### src/rtl/clint_arb.sv
// -----------------------------------------------------------------------------
// clint_arb
// Two-master arbiter in front of a single CLINT slave. Master 0 is the core,
// master 1 is the debug module. The write and read channels are arbitrated
// independently, each with its own 1-bit round-robin pointer.
//
// Ports
//   clk, resetb               clock, asynchronous active-low reset
//   mN_wready                 write request from master N
//   mN_waddr/wdata/wstrb      write address / data / byte strobes
//   mN_wvalid                 write accepted (one-cycle pulse)
//   mN_rready, mN_raddr       read request and address
//   mN_rvalid                 read response (one-cycle pulse)
//   mN_rresp, mN_rdata        response error flag and data (0 when no rvalid)
//   s_wready/waddr/wdata/wstrb  write request towards the slave
//   s_wvalid                  write completion from the slave
//   s_rready/raddr            read request towards the slave (one-cycle pulse)
//   s_rvalid/rresp/rdata      read response from the slave
// -----------------------------------------------------------------------------
module clint_arb #(
  parameter int unsigned RD_TIMEOUT = 16
) (
  input  logic        clk,
  input  logic        resetb,
  // master 0 (core)
  input  logic        m0_wready,
  output logic        m0_wvalid,
  input  logic [31:0] m0_waddr,
  input  logic [31:0] m0_wdata,
  input  logic [3:0]  m0_wstrb,
  input  logic        m0_rready,
  input  logic [31:0] m0_raddr,
  output logic        m0_rvalid,
  output logic        m0_rresp,
  output logic [31:0] m0_rdata,
  // master 1 (debug)
  input  logic        m1_wready,
  output logic        m1_wvalid,
  input  logic [31:0] m1_waddr,
  input  logic [31:0] m1_wdata,
  input  logic [3:0]  m1_wstrb,
  input  logic        m1_rready,
  input  logic [31:0] m1_raddr,
  output logic        m1_rvalid,
  output logic        m1_rresp,
  output logic [31:0] m1_rdata,
  // clint slave
  output logic        s_wready,
  output logic [31:0] s_waddr,
  output logic [31:0] s_wdata,
  output logic [3:0]  s_wstrb,
  input  logic        s_wvalid,
  output logic        s_rready,
  output logic [31:0] s_raddr,
  input  logic        s_rvalid,
  input  logic        s_rresp,
  input  logic [31:0] s_rdata
);

  typedef enum logic [0:0] {
    R_IDLE = 1'b0,
    R_WAIT = 1'b1
  } rstate_t;

  // Last counter value of the wait window; the error response fires here.
  localparam logic [7:0] TMO_LAST = 8'(RD_TIMEOUT - 32'd1);

  // ---------------------------------------------------------------------------
  // Write channel
  // ---------------------------------------------------------------------------
  logic       wptr_r;
  logic       wlock_r;
  logic       wlock_owner_r;
  logic [1:0] wreq_s;
  logic       wgrant_s;
  logic       wgo_s;

  assign wreq_s = {m1_wready, m0_wready};

  // Write grant: a stalled write keeps its master, otherwise round-robin.
  always_comb begin
    wgrant_s = 1'b0;
    if (wlock_r) begin
      wgrant_s = wlock_owner_r;
    end else if (wreq_s[wptr_r]) begin
      wgrant_s = wptr_r;
    end else begin
      wgrant_s = ~wptr_r;
    end
  end

  // A grant is only real while the granted master is actually requesting;
  // resetb gating keeps every output at 0 during reset.
  assign wgo_s = resetb & wreq_s[wgrant_s];

  // Write-side outputs mirror the granted master in the same cycle.
  always_comb begin
    s_wready  = wgo_s;
    s_waddr   = 32'd0;
    s_wdata   = 32'd0;
    s_wstrb   = 4'd0;
    m0_wvalid = wgo_s & s_wvalid & ~wgrant_s;
    m1_wvalid = wgo_s & s_wvalid & wgrant_s;
    if (wgo_s && wgrant_s) begin
      s_waddr = m1_waddr;
      s_wdata = m1_wdata;
      s_wstrb = m1_wstrb;
    end else if (wgo_s) begin
      s_waddr = m0_waddr;
      s_wdata = m0_wdata;
      s_wstrb = m0_wstrb;
    end else begin
      s_waddr = 32'd0;
      s_wdata = 32'd0;
      s_wstrb = 4'd0;
    end
  end

  // Write pointer and lock: completion rotates priority, a stall locks grant.
  always_ff @(posedge clk or negedge resetb) begin
    if (!resetb) begin
      wptr_r        <= 1'b0;
      wlock_r       <= 1'b0;
      wlock_owner_r <= 1'b0;
    end else if (wgo_s && s_wvalid) begin
      wptr_r  <= ~wgrant_s;
      wlock_r <= 1'b0;
    end else if (wgo_s) begin
      wlock_r       <= 1'b1;
      wlock_owner_r <= wgrant_s;
    end else begin
      wptr_r        <= wptr_r;
      wlock_r       <= wlock_r;
      wlock_owner_r <= wlock_owner_r;
    end
  end

  // ---------------------------------------------------------------------------
  // Read channel
  // ---------------------------------------------------------------------------
  rstate_t    rstate_r, rstate_nx_s;
  logic       rowner_r, rowner_nx_s;
  logic [7:0] rcnt_r, rcnt_nx_s;
  logic       rptr_r, rptr_nx_s;
  logic [1:0] rreq_s;
  logic       rsel_s;
  logic       rissue_s;
  logic       rok_s;
  logic       rtmo_s;
  logic       rdone_s;
  logic       rresp_s;
  logic [31:0] rdata_s;

  assign rreq_s   = {m1_rready, m0_rready};
  assign rsel_s   = rreq_s[rptr_r] ? rptr_r : ~rptr_r;
  assign rissue_s = resetb & (rstate_r == R_IDLE) & (|rreq_s);
  assign rok_s    = (rstate_r == R_WAIT) & s_rvalid;
  // A real response in the last window cycle wins over the timeout.
  assign rtmo_s   = (rstate_r == R_WAIT) & ~s_rvalid & (rcnt_r == TMO_LAST);
  assign rdone_s  = resetb & (rok_s | rtmo_s);
  assign rdata_s  = rok_s ? s_rdata : 32'd0;
  assign rresp_s  = rok_s ? s_rresp : 1'b1;

  // Read FSM next state; s_rvalid in R_IDLE falls through untouched.
  always_comb begin
    rstate_nx_s = rstate_r;
    rowner_nx_s = rowner_r;
    rcnt_nx_s   = rcnt_r;
    rptr_nx_s   = rptr_r;
    case (rstate_r)
      R_IDLE: begin
        if (rissue_s) begin
          rstate_nx_s = R_WAIT;
          rowner_nx_s = rsel_s;
          rcnt_nx_s   = 8'd0;
        end else begin
          rstate_nx_s = R_IDLE;
        end
      end
      R_WAIT: begin
        if (rok_s || rtmo_s) begin
          rstate_nx_s = R_IDLE;
          rptr_nx_s   = ~rowner_r;
        end else begin
          rcnt_nx_s = rcnt_r + 8'd1;
        end
      end
      default: begin
        rstate_nx_s = R_IDLE;
      end
    endcase
  end

  // Read FSM state, owner, timeout counter and pointer registers.
  always_ff @(posedge clk or negedge resetb) begin
    if (!resetb) begin
      rstate_r <= R_IDLE;
      rowner_r <= 1'b0;
      rcnt_r   <= 8'd0;
      rptr_r   <= 1'b0;
    end else begin
      rstate_r <= rstate_nx_s;
      rowner_r <= rowner_nx_s;
      rcnt_r   <= rcnt_nx_s;
      rptr_r   <= rptr_nx_s;
    end
  end

  // Read-side outputs: one-cycle slave request and owner response pulse.
  always_comb begin
    s_rready  = rissue_s;
    s_raddr   = 32'd0;
    m0_rvalid = rdone_s & ~rowner_r;
    m1_rvalid = rdone_s & rowner_r;
    m0_rdata  = 32'd0;
    m0_rresp  = 1'b0;
    m1_rdata  = 32'd0;
    m1_rresp  = 1'b0;
    if (rissue_s) begin
      s_raddr = rsel_s ? m1_raddr : m0_raddr;
    end else begin
      s_raddr = 32'd0;
    end
    if (m0_rvalid) begin
      m0_rdata = rdata_s;
      m0_rresp = rresp_s;
    end else if (m1_rvalid) begin
      m1_rdata = rdata_s;
      m1_rresp = rresp_s;
    end else begin
      m0_rdata = 32'd0;
      m1_rdata = 32'd0;
    end
  end

endmodule

### config.mk
export PLATFORM = sky130hd
export DESIGN_NAME = clint_arb
export DESIGN_NICKNAME = d
export VERILOG_FILES = /design/src/rtl/clint_arb.sv
export SDC_FILE = /design/constraint.sdc
export NUM_CORES = 1
export LEC_CHECK = 0
export ABC_AREA = 1
export CORE_AREA = 3 3 158 160
export CTS_CLUSTER_DIAMETER = 200
export DETAILED_ROUTE_END_ITERATION = 7
export DIE_AREA = 0 0 161 163
export SLEW_MARGIN = 20
export SYNTH_ARGS = -nofsm -noshare
export SYNTH_HDL_FRONTEND = slang
export SYNTH_SLANG_ARGS = --single-unit
### constraint.sdc
create_clock -name clk -period 1.45 [get_ports clk]
set_input_delay 0.29 -clock clk [delete_from_list [all_inputs] [get_ports clk]]
set_output_delay 0.29 -clock clk [all_outputs]
set_load 0.02 [all_outputs]
* After elaboration in Yosys (flattened, before gate mapping)
Index checks and enable logic that the tools add are counted.
Widths: inputs -> output; s select.
** Cells by class
- Add/subtract/negate cells :: 1
- Magnitude comparators :: 3
- Eq/ne operators :: 3
- Muxes and demuxes :: 33
- Bitwise gates (word level) :: 20
- Reduce and logical (&&, ||, !) cells :: 9
** Operators by type and width (count)
- $mux 32 :: 10
- $mux 1 :: 17
- $mux 8 :: 2
- $pmux 8 s2 :: 1
- $and 1x1->1 :: 12
- $add 8x1->8 const B :: 1
- $eq 8x4->1 const B :: 1
- $mux 4 :: 2
- $reduce_and 2->1 :: 4
- $not 1->1 :: 7
- $lt 1x2->1 const B :: 3
- $ne 2x2->1 const B :: 2
- $logic_and 1x1->1 :: 2
- $pmux 1 s2 :: 1
- $reduce_bool 2->1 :: 1
- $reduce_or 2->1 :: 1
- $logic_or 1x1->1 :: 1
- $or 1x1->1 :: 1
** Storage, ports and cells
- Bits in registers :: 14
- Bits of input ports :: 241
- Output and inout port bits :: 172
- Logic and storage cells :: 76

* Longest topological paths before layout
Gate-level depths: netlist of the first run.
- Word-level depth :: 10
- Gate-level depth with buffers :: 10
- Gate-level depth less buffers :: 8

* Worst setup path after synthesis of the first run
OpenSTA, ideal clock, no wires.
- Path kind :: register to output
- From :: register wlock_owner_r
- To :: output port s_waddr[0]
- Arrival time :: 1579 ps
- Data required time :: 1160 ps
- Slack :: -419 ps
- Stages on the path, launching flop included :: 8
- Path buffers :: 1
- Path through :: dfrtp_1 -> or2_1 -> nand3_1 -> nand2_2 -> nor2_4 -> inv_2 -> buf_2 -> a21oi_1
** Between the ends
- Word-level cells in the longest chain between the ends :: 6
- Elaborated cells between the ends (all ways) :: 7
- Classes of those cells :: mux (5); bitwise (1); reduce/logical (1)
** RTL lines
- start, declared :: RTL line 73 : logic wlock_owner_r;
- start signal, assigned :: RTL line 130 : wlock_owner_r <= wgrant_s;
- start signal, assigned :: RTL line 134 : wlock_owner_r <= wlock_owner_r;
- $mux 1 (*) :: RTL line 83 : if (wlock_r) begin
- $mux 1 (not written as such) (*) (2 in a row) :: RTL line 94 : assign wgo_s = resetb & wreq_s[wgrant_s];
- $and 1x1->1 (*) :: RTL line 94
- net s_wready :: RTL line 48 : output logic s_wready,
- $mux 32 or $logic_and 1x1->1 (tied branches) :: RTL line 108, 104
- $mux 32 (*) :: RTL line 104 : if (wgo_s && wgrant_s) begin
- end, declared :: RTL line 49 : output logic [31:0] s_waddr,
Mark *: on every way through the listed nets, which the timed path passes. The rest lies on a longest branch. The select of a mux whose other input is x is not followed.

* Worst setup path in the final report of the first run
- From :: register wlock_r
- To :: output port s_waddr[25]
** Between the ends
- Word-level cells in the longest chain between the ends :: 6
- Elaborated cells between the ends (all ways) :: 7
- Classes of those cells :: mux (5); bitwise (1); reduce/logical (1)
** RTL lines
- start, declared :: RTL line 72 : logic wlock_r;
- start signal, assigned :: RTL line 133 : wlock_r <= wlock_r;
- $mux 1 (*) :: RTL line 83
- $mux 1 (not written as such) (2 in a row) :: RTL line 94
- $and 1x1->1 :: RTL line 94
- $mux 32 or $logic_and 1x1->1 (tied branches) :: RTL line 108, 104
- $mux 32 (*) :: RTL line 104
Mark *: on every way between the ends. The rest lies on a longest branch, timed or not. The select of a mux whose other input is x is not followed.

==> results of run 1 <==
==> layer usage <==
layer | vias up | track usage
li1 | 3030 | -
met1 | 3010 | 0.196
met2 | 305 | 0.358
met3 | 40 | 0.0397
met4 | 0 | 0.0344
met5 | - | 0
==> sequential cells by signal, summed over array words and instances (netlist names) <==
name / count
rcnt_r: 8
rowner_r: 1
rptr_r: 1
rstate_r: 1
wlock_owner_r: 1
wlock_r: 1
wptr_r: 1
==> synth_stat cells <==
| cell type | count |
|---|---|
| nor3_2 | 1 |
| nor2_1 | 43 |
| buf_6 | 3 |
| dfrtp_1 | 14 |
| nand3_1 | 18 |
| inv_1 | 81 |
| a21oi_2 | 20 |
| clkbuf_1 | 28 |
| xnor2_1 | 1 |
| nand2_1 | 206 |
| a21oi_1 | 80 |
| buf_2 | 8 |
| buf_1 | 8 |
| nor2_4 | 1 |
| nor3_1 | 2 |
| nand2_2 | 1 |
| nand3_2 | 1 |
| o21ai_0 | 39 |
| nor3b_1 | 2 |
| clkinv_1 | 1 |
| ha_1 | 1 |
| inv_2 | 4 |
| nand4_1 | 34 |
| xor2_1 | 2 |
| or2_1 | 1 |
==> critical path: cells and delay by family (launching register included) <==
| family | cells | cell delay (ps) |
|---|---|---|
| and+or+nand+nor | 4 | 550 |
| buffers and inverters | 6 | 650 |
| DFF | 1 | 350 |
| AOI/OAI and AO/OA | 1 | 130 |
==> layout make-up <==
class,instances,area (µm²)
fillers,2079,11200
repair buffers,596,6860
multi-input cells,453,4230
well taps,319,399
inverters,86,355
flip-flops and latches,14,354
clock buffers,4,88.8
repair inverters,1,11.3
==> cell families after synthesis <==
logic type,synth area share
AND/OR/NAND/NOR,0.436
AO/OA/AOI/OAI,0.257
buffers and inverters,0.177
flip-flops,0.117
XOR/XNOR,0.00877
adder cells (fa/ha/maj),0.00417
==> through the flow <==
stage / util / instance area [µm²]
CTS: 0.469 / 11000
detailed placement: 0.402 / 9450
global route: 0.522 / 12300
global placement: 0.402 / 9450
finish: 0.522 / 12300
floorplan: - / 4390
==> repair_timing <==
action / CTS / global route
pin swaps: 28 / 38
endpoints found under the hold margin: 3 / 0
buffers inserted: 69 / 26
endpoints found under the setup margin: 184 / 185
hold buffers: 1 / 0
resized for setup: 1041 / 262
cloned: 16 / 12
==> worst paths after layout <==
check | start | to | slack [ps] | cells past startpoint
worst max-delay path | wlock_r$_DFFE_PN0P_ | s_waddr[25] | -760 | 11
worst min-delay path | resetb | rstate_r$_DFF_PN0_ | 50 | 2
worst max register to register | rstate_r$_DFF_PN0_ | rcnt_r[1]$_DFFE_PN0P_ | -340 | 10
worst min register to register | wlock_owner_r$_DFFE_PN0P_ | wlock_owner_r$_DFFE_PN0P_ | 540 | 2
max in group asynchronous | resetb | wptr_r$_DFFE_PN0P_ | 690 | 3
min in group clk | wlock_owner_r$_DFFE_PN0P_ | wlock_owner_r$_DFFE_PN0P_ | 540 | 2
==> power groups by stage <==
stage / logic [mW] / registers [mW] / clock network (mW)
after floorplan: 6.18 / 0.620 / 0
after global placement: 10.9 / 0.630 / 0
after detailed placement: 10.9 / 0.636 / 0
after CTS: 14.1 / 0.639 / 0.606
after global routing: 17.8 / 0.660 / 0.622
final: 17.0 / 0.644 / 0.588
==> results.tsv, run 1 <==
stage	metric	value	unit
sta	rsz0062_at_grt	yes	
global_route	antenna_found_initial	0	
sta	setup_tns	-83640	ps
synth	ys_types	25	
sta	skew	2.80	ps
sta	finalWorstSetupSlack	-764	ps
synth	synth_fp_nets	842	
setup_path	critPathSlowestCell	dfrtp_1	
global_route	grt_pass1_vias	6695	
pwr	clkPwrFrac	0.032	
synth	ys_ff_latch	14	
clock_tree	numCtsBuffers	3	
setup_path	cp_cell_sequence	inv_2 > or2_4 > nand3_4 > nand2_4 > nor2_4 > buf_12 > inv_12 > buf_12 > buf_8 > a21oi_4 > buf_6	
floorplan	start_util	0.127	
job	maxCapViolCount	0	
floorplan	dieArea	26200	µm²
pwr	p_switching	8.86	mW
global_route	grt_max_degree	43	
sta	min_period	2210	ps
clock_tree	ctsRootBufferMaster	clkbuf_16	
drt	wl_met3	2010	µm
setup_path	cp_max_fo	9	
placement	gp_congestion	0.886	
setup_path	cp_common_cell	buf_12	
synth	synth.top_cell.area_share	0.258	
sta	setup_violations	184	
sta	slew_headroom	0.817	
pwr	p_leak	5.29	nW
drt	totalWireLength	28100	µm
pwr	pwr-share-seq	0.035	
drt	wl_per_cell	19.1	µm
sta	drv_slew	0	
synth	yosys_warnings	0	
layout	nNetsFinal	1397	
min_path	hp-class	in -> async	
pwr	p_per_area	1480	nW/µm²
layout	mostFrequentLayoutCells	234 x clkdlybuf4s50_1, 221 x buf_6, 122 x nand2_1	
floorplan	die_x	161	µm
setup_path	critPathLaunchType	flop	
global_route	grt-ovfl-total	0	
pwr	p_int	9.37	mW
synth	synth.top_cells.by_area	nand2_1 26%, a21oi_1 13%, dfrtp_1 12%, inv_1 10%, nand4_1 7.1%	
floorplan	num_rows	56	
pwr	combinationalPowerShare	0.932	
placement	port-buffer-count	412	
floorplan	core_area	23500	µm²
sta	holdWs	52.2	ps
drt	dr.pass1.iters	4	
sta	worstMarginPinSlew	273	ps
layout	n_antenna_cell	0	
layout	layout_commonest_cell	clkdlybuf4s50_1	
clock_tree	cts_tree	yes	
clock_tree	h-tree-depth	1	
drt	drc	0	
synth	syn-cell-area	3000	µm²
setup_path	arrival	1920	ps
sta	hold_viol	0	
drt	top_layer	met4	
global_route	grt_pass1_wl	37700	µm
setup_path	endpoint_kind	output port	
layout	drive_above_1_share	0.565	
clock_tree	clk_latency	240	ps
drt	met2_length	15300	µm
sta	max_freq	452	MHz
drt	viasPerCell	4.33	
outcome	violations	negative setup slack	
sta	fin_crit_sh	1.53	
setup_path	crit_required	1160	ps
global_route	track_usage	0.180	
drt	ant_nets	0	
pwr	p_sw_frac	0.486	
setup_path	crit_type	reg -> out	
synth	syn_inst	600	
placement	post-dp-hpwl	19500	µm
placement	pre_cts_slack	-1230	ps
outcome	outcome	complete, but fails checks	
clock_tree	clockBufferDepth	2	
clock_tree	clkTransAtPathRegs	50	ps
placement	dp_cells	1366	
drt	dr.first_iter.drc_count	188	
synth	ys_seq_area_frac	0.117	
pwr	p_total	18.2	mW
layout	fin_cells	1473	
clock_tree	clock_sinks	14	
synth	yosysTopAreaCell	nand2_1	
floorplan	ioPinCount	413	
pwr	vdd_ir_drop_max	0.00116	V
drt	wl_met1	10200	µm
drt	vias	6385	
layout	area_delta_synth_final	310	%
synth	synth_area_per_cell	5.00	µm²
setup_path	max_stage_delay	350	ps
floorplan	chipHeight	163	µm
(Power assumes the default switching activity.)
==> run 2, diff against run 1 <==
--- a/config.mk
+++ b/config.mk
@@ -6,10 +6,10 @@
 export NUM_CORES = 1
 export LEC_CHECK = 0
 export ABC_AREA = 1
-export CORE_AREA = 3 3 158 160
+export CORE_AREA = 2 2 162 164
 export CTS_CLUSTER_DIAMETER = 200
 export DETAILED_ROUTE_END_ITERATION = 7
-export DIE_AREA = 0 0 161 163
+export DIE_AREA = 0 0 164 166
 export SLEW_MARGIN = 20
 export SYNTH_ARGS = -nofsm -noshare
 export SYNTH_HDL_FRONTEND = slang
==> run 2 against run 1 <==
Net effect:
- the run still ends with negative setup slack left
- critical path depth down 1
- routed wire length down 6.3%
- register-to-register slack better by 180 ps
- sequential share of layout area up 0.080 points
- worst hold slack worse by 29 ps
- combinational power down 9%
- total power down 8.3%
- clock-buffer cell count unchanged
- clock skew up 1.3 ps
- critical path type unchanged
- critical endpoint is now s_wdata[25]
- largest cell class unchanged
==> results.tsv, run 2 (synthesis gave the netlist of run 1 again) <==
stage	metric	value	unit
drt	ant_nets	0	
setup_path	max_stage_delay	350	ps
placement	placed_area	9440	µm²
drt	vias	6261	
clock_tree	clockBufferDepth	2	
sta	worstMarginPinSlew	357	ps
drt	totalWireLength	26300	µm
floorplan	chipHeight	166	µm
layout	nNetsFinal	1375	
setup_path	cp_max_fo	7	
pwr	combinationalPowerShare	0.927	
pwr	p_switching	8.40	mW
placement	post-dp-hpwl	18800	µm
setup_path	setup.worst_path.start	wlock_r$_DFFE_PN0P_	
floorplan	core_area	25600	µm²
clock_tree	clkTransAtPathRegs	50	ps
clock_tree	clk_latency	250	ps
global_route	antenna_found_initial	0	
drt	wl_met1	9510	µm
clock_tree	h-tree-depth	1	
setup_path	critPathLaunchType	flop	
global_route	grt-ovfl-total	0	
setup_path	reg2reg_to	wlock_r$_DFFE_PN0P_	
setup_path	arrival	1990	ps
sta	rsz0062_at_grt	yes	
layout	final_cell_area	11900	µm²
setup_path	worstReg2RegStart	wlock_r$_DFFE_PN0P_	
pwr	clkPwrFrac	0.036	
sta	max_freq	439	MHz
drt	dr.pass1.iters	4	
outcome	violations	negative setup slack	
setup_path	ff2ff_setup_slack	-160	ps
sta	fin_crit_sh	1.57	
sta	finalWorstSetupSlack	-829	ps
setup_path	cp_cell_sequence	inv_2 > or2_4 > nand3_2 > nand2_2 > nor2_4 > inv_8 > buf_12 > clkbuf_16 > a21oi_4 > buf_6	
sta	slew_headroom	0.762	
floorplan	die_x	164	µm
sta	hold_viol	0	
pwr	p_int	8.32	mW
pwr	p_total	16.7	mW
floorplan	ioPinCount	413	
drt	wl_per_cell	17.9	µm
drt	viasPerCell	4.26	
drt	dr.first_iter.drc_count	228	
sta	holdWs	23.5	ps
drt	top_layer	met4	
global_route	grt_pass1_vias	6477	
clock_tree	cts_tree	yes	
pwr	p_sw_frac	0.502	
layout	mostFrequentLayoutCells	234 x clkdlybuf4s50_1, 207 x buf_6, 158 x nand2_1	
drt	met2_length	13500	µm
setup_path	critPathSlowestCell	dfrtp_1	
setup_path	crit_type	reg -> out	
sta	min_period	2280	ps
sta	skew	4.05	ps
clock_tree	clock_sinks	14	
sta	setup_violations	184	
clock_tree	ctsRootBufferMaster	clkbuf_16	
pwr	p_per_area	1410	nW/µm²
layout	final.fill_count	2396	
min_path	hp-class	in -> async	
layout	regMostFlops	rcnt_r	
global_route	grt_pass1_wl	37500	µm
layout	area_delta_synth_final	296	%
sta	drv_slew	0	
global_route	track_usage	0.177	
pwr	p_leak	5.11	nW
layout	largest_reg_flops	8	
placement	port-buffer-count	412	
pwr	vdd_ir_drop_max	0.000832	V
job	maxCapViolCount	0	
setup_path	critPathCapture	s_wdata[25]	
pwr	pwr-share-seq	0.037	
setup_path	crit_required	1160	ps
setup_path	r2r_cells	9	
layout	layout_commonest_cell	clkdlybuf4s50_1	
layout	drive_above_1_share	0.521	
global_route	grt_max_degree	32	
outcome	outcome	complete, but fails checks	
clock_tree	numCtsBuffers	3	
setup_path	endpoint_kind	output port	
floorplan	num_rows	59	
placement	gp_congestion	0.912	
drt	wl_met3	2290	µm
floorplan	dieArea	27200	µm²
floorplan	start_util	0.117	
drt	drc	0	
[run 2: cell types whose count changed in the layout (fill, tap and decap cells not counted), sizes merged]
| cell | before | now |
|---|---|---|
| buf | 346 | 331 |
| clkbuf | 14 | 7 |
| inv | 84 | 86 |
| bufbuf | 0 | 1 |
| clkdlybuf4s15 | 1 | 0 |
| clkinv | 2 | 1 |
| clkinvlp | 1 | 0 |
| diode | 0 | 1 |
| dlygate4sd2 | 4 | 5 |
| dlygate4sd3 | 1 | 0 |
[run 2: area by class of cell]
class	count	area, µm²	share of cell area
Tap cell	335	419	0.0353
Inverter	86	340	0.0286
Clock buffer	4	88.8	0.00748
Timing Repair inverter	1	8.76	0.000737
Sequential cell	14	352	0.0296
Timing Repair Buffer	574	6550	0.551
Antenna cell	1	2.50	0.000211
Multi-Input combinational cell	453	4120	0.347
[run 2: what timing repair did]
action                                   CTS  global route
pin swaps                                 12            17
cloned                                    20             3
hold buffers                               0             0
setup buffers                             44            36
endpoints found under the setup margin   182           184
gates resized for setup                 1044           183
[run 2: worst max-delay path, delay by kind of cell, from the launching register on]
| family | cells | cell delay [ps] |
|---|---|---|
| compound gates | 1 | 110 |
| buf+inv | 5 | 630 |
| simple gates | 4 | 630 |
| flops | 1 | 350 |
[run 2: power groups by stage]
stage	clock (mW)	sequential, mW	combinational (mW)
CTS	0.620	0.613	14.2
finish	0.599	0.616	15.5
detailed placement	0	0.618	11.0
floorplan	0	0.620	6.18
global route	0.646	0.641	16.3
global placement	0	0.611	11.0
[run 2: stage by stage]
step	utilization	setup TNS [ps]	worst slack, ps	cells
finish	0.464	-99940	-829	1468
global route	0.464	-113760	-940	1467
CTS	0.433	-98450	-790	1438
detailed placement	0.368	-175990	-1270	1371
global placement	0.368	-174110	-1260	1371
floorplan	-	-28680	-377	600
[run 2: how the worst min path moves through the flow]
stage                     cells past startpoint                   endpoint  slack [ps]   start
final                                         2         wptr_r$_DFFE_PN0P_          20  resetb
after global routing                          2         wptr_r$_DFFE_PN0P_          30  resetb
after CTS                                     2         wptr_r$_DFFE_PN0P_          40  resetb
after detailed placement                      2         wptr_r$_DFFE_PN0P_         310  resetb
after global placement                        2  wlock_owner_r$_DFFE_PN0P_         300  resetb
after floorplan                               0      rcnt_r[0]$_DFFE_PN0P_          -6  resetb
[run 2: layer usage]
layer | global-route usage | vias to the layer above
met5 | 0 | -
met4 | 0.0599 | 0
met3 | 0.0450 | 39
met2 | 0.333 | 315
met1 | 0.189 | 2902
li1 | - | 3005
==> run 3, diff against run 2 <==
--- a/config.mk
+++ b/config.mk
@@ -8,6 +8,7 @@
 export ABC_AREA = 1
 export CORE_AREA = 2 2 162 164
 export CTS_CLUSTER_DIAMETER = 200
+export CTS_CLUSTER_SIZE = 14
 export DETAILED_ROUTE_END_ITERATION = 7
 export DIE_AREA = 0 0 164 166
 export SLEW_MARGIN = 20
==> results of run 3 <==
Same layout as run 2: the final DEF is identical, and so are final timing and power.
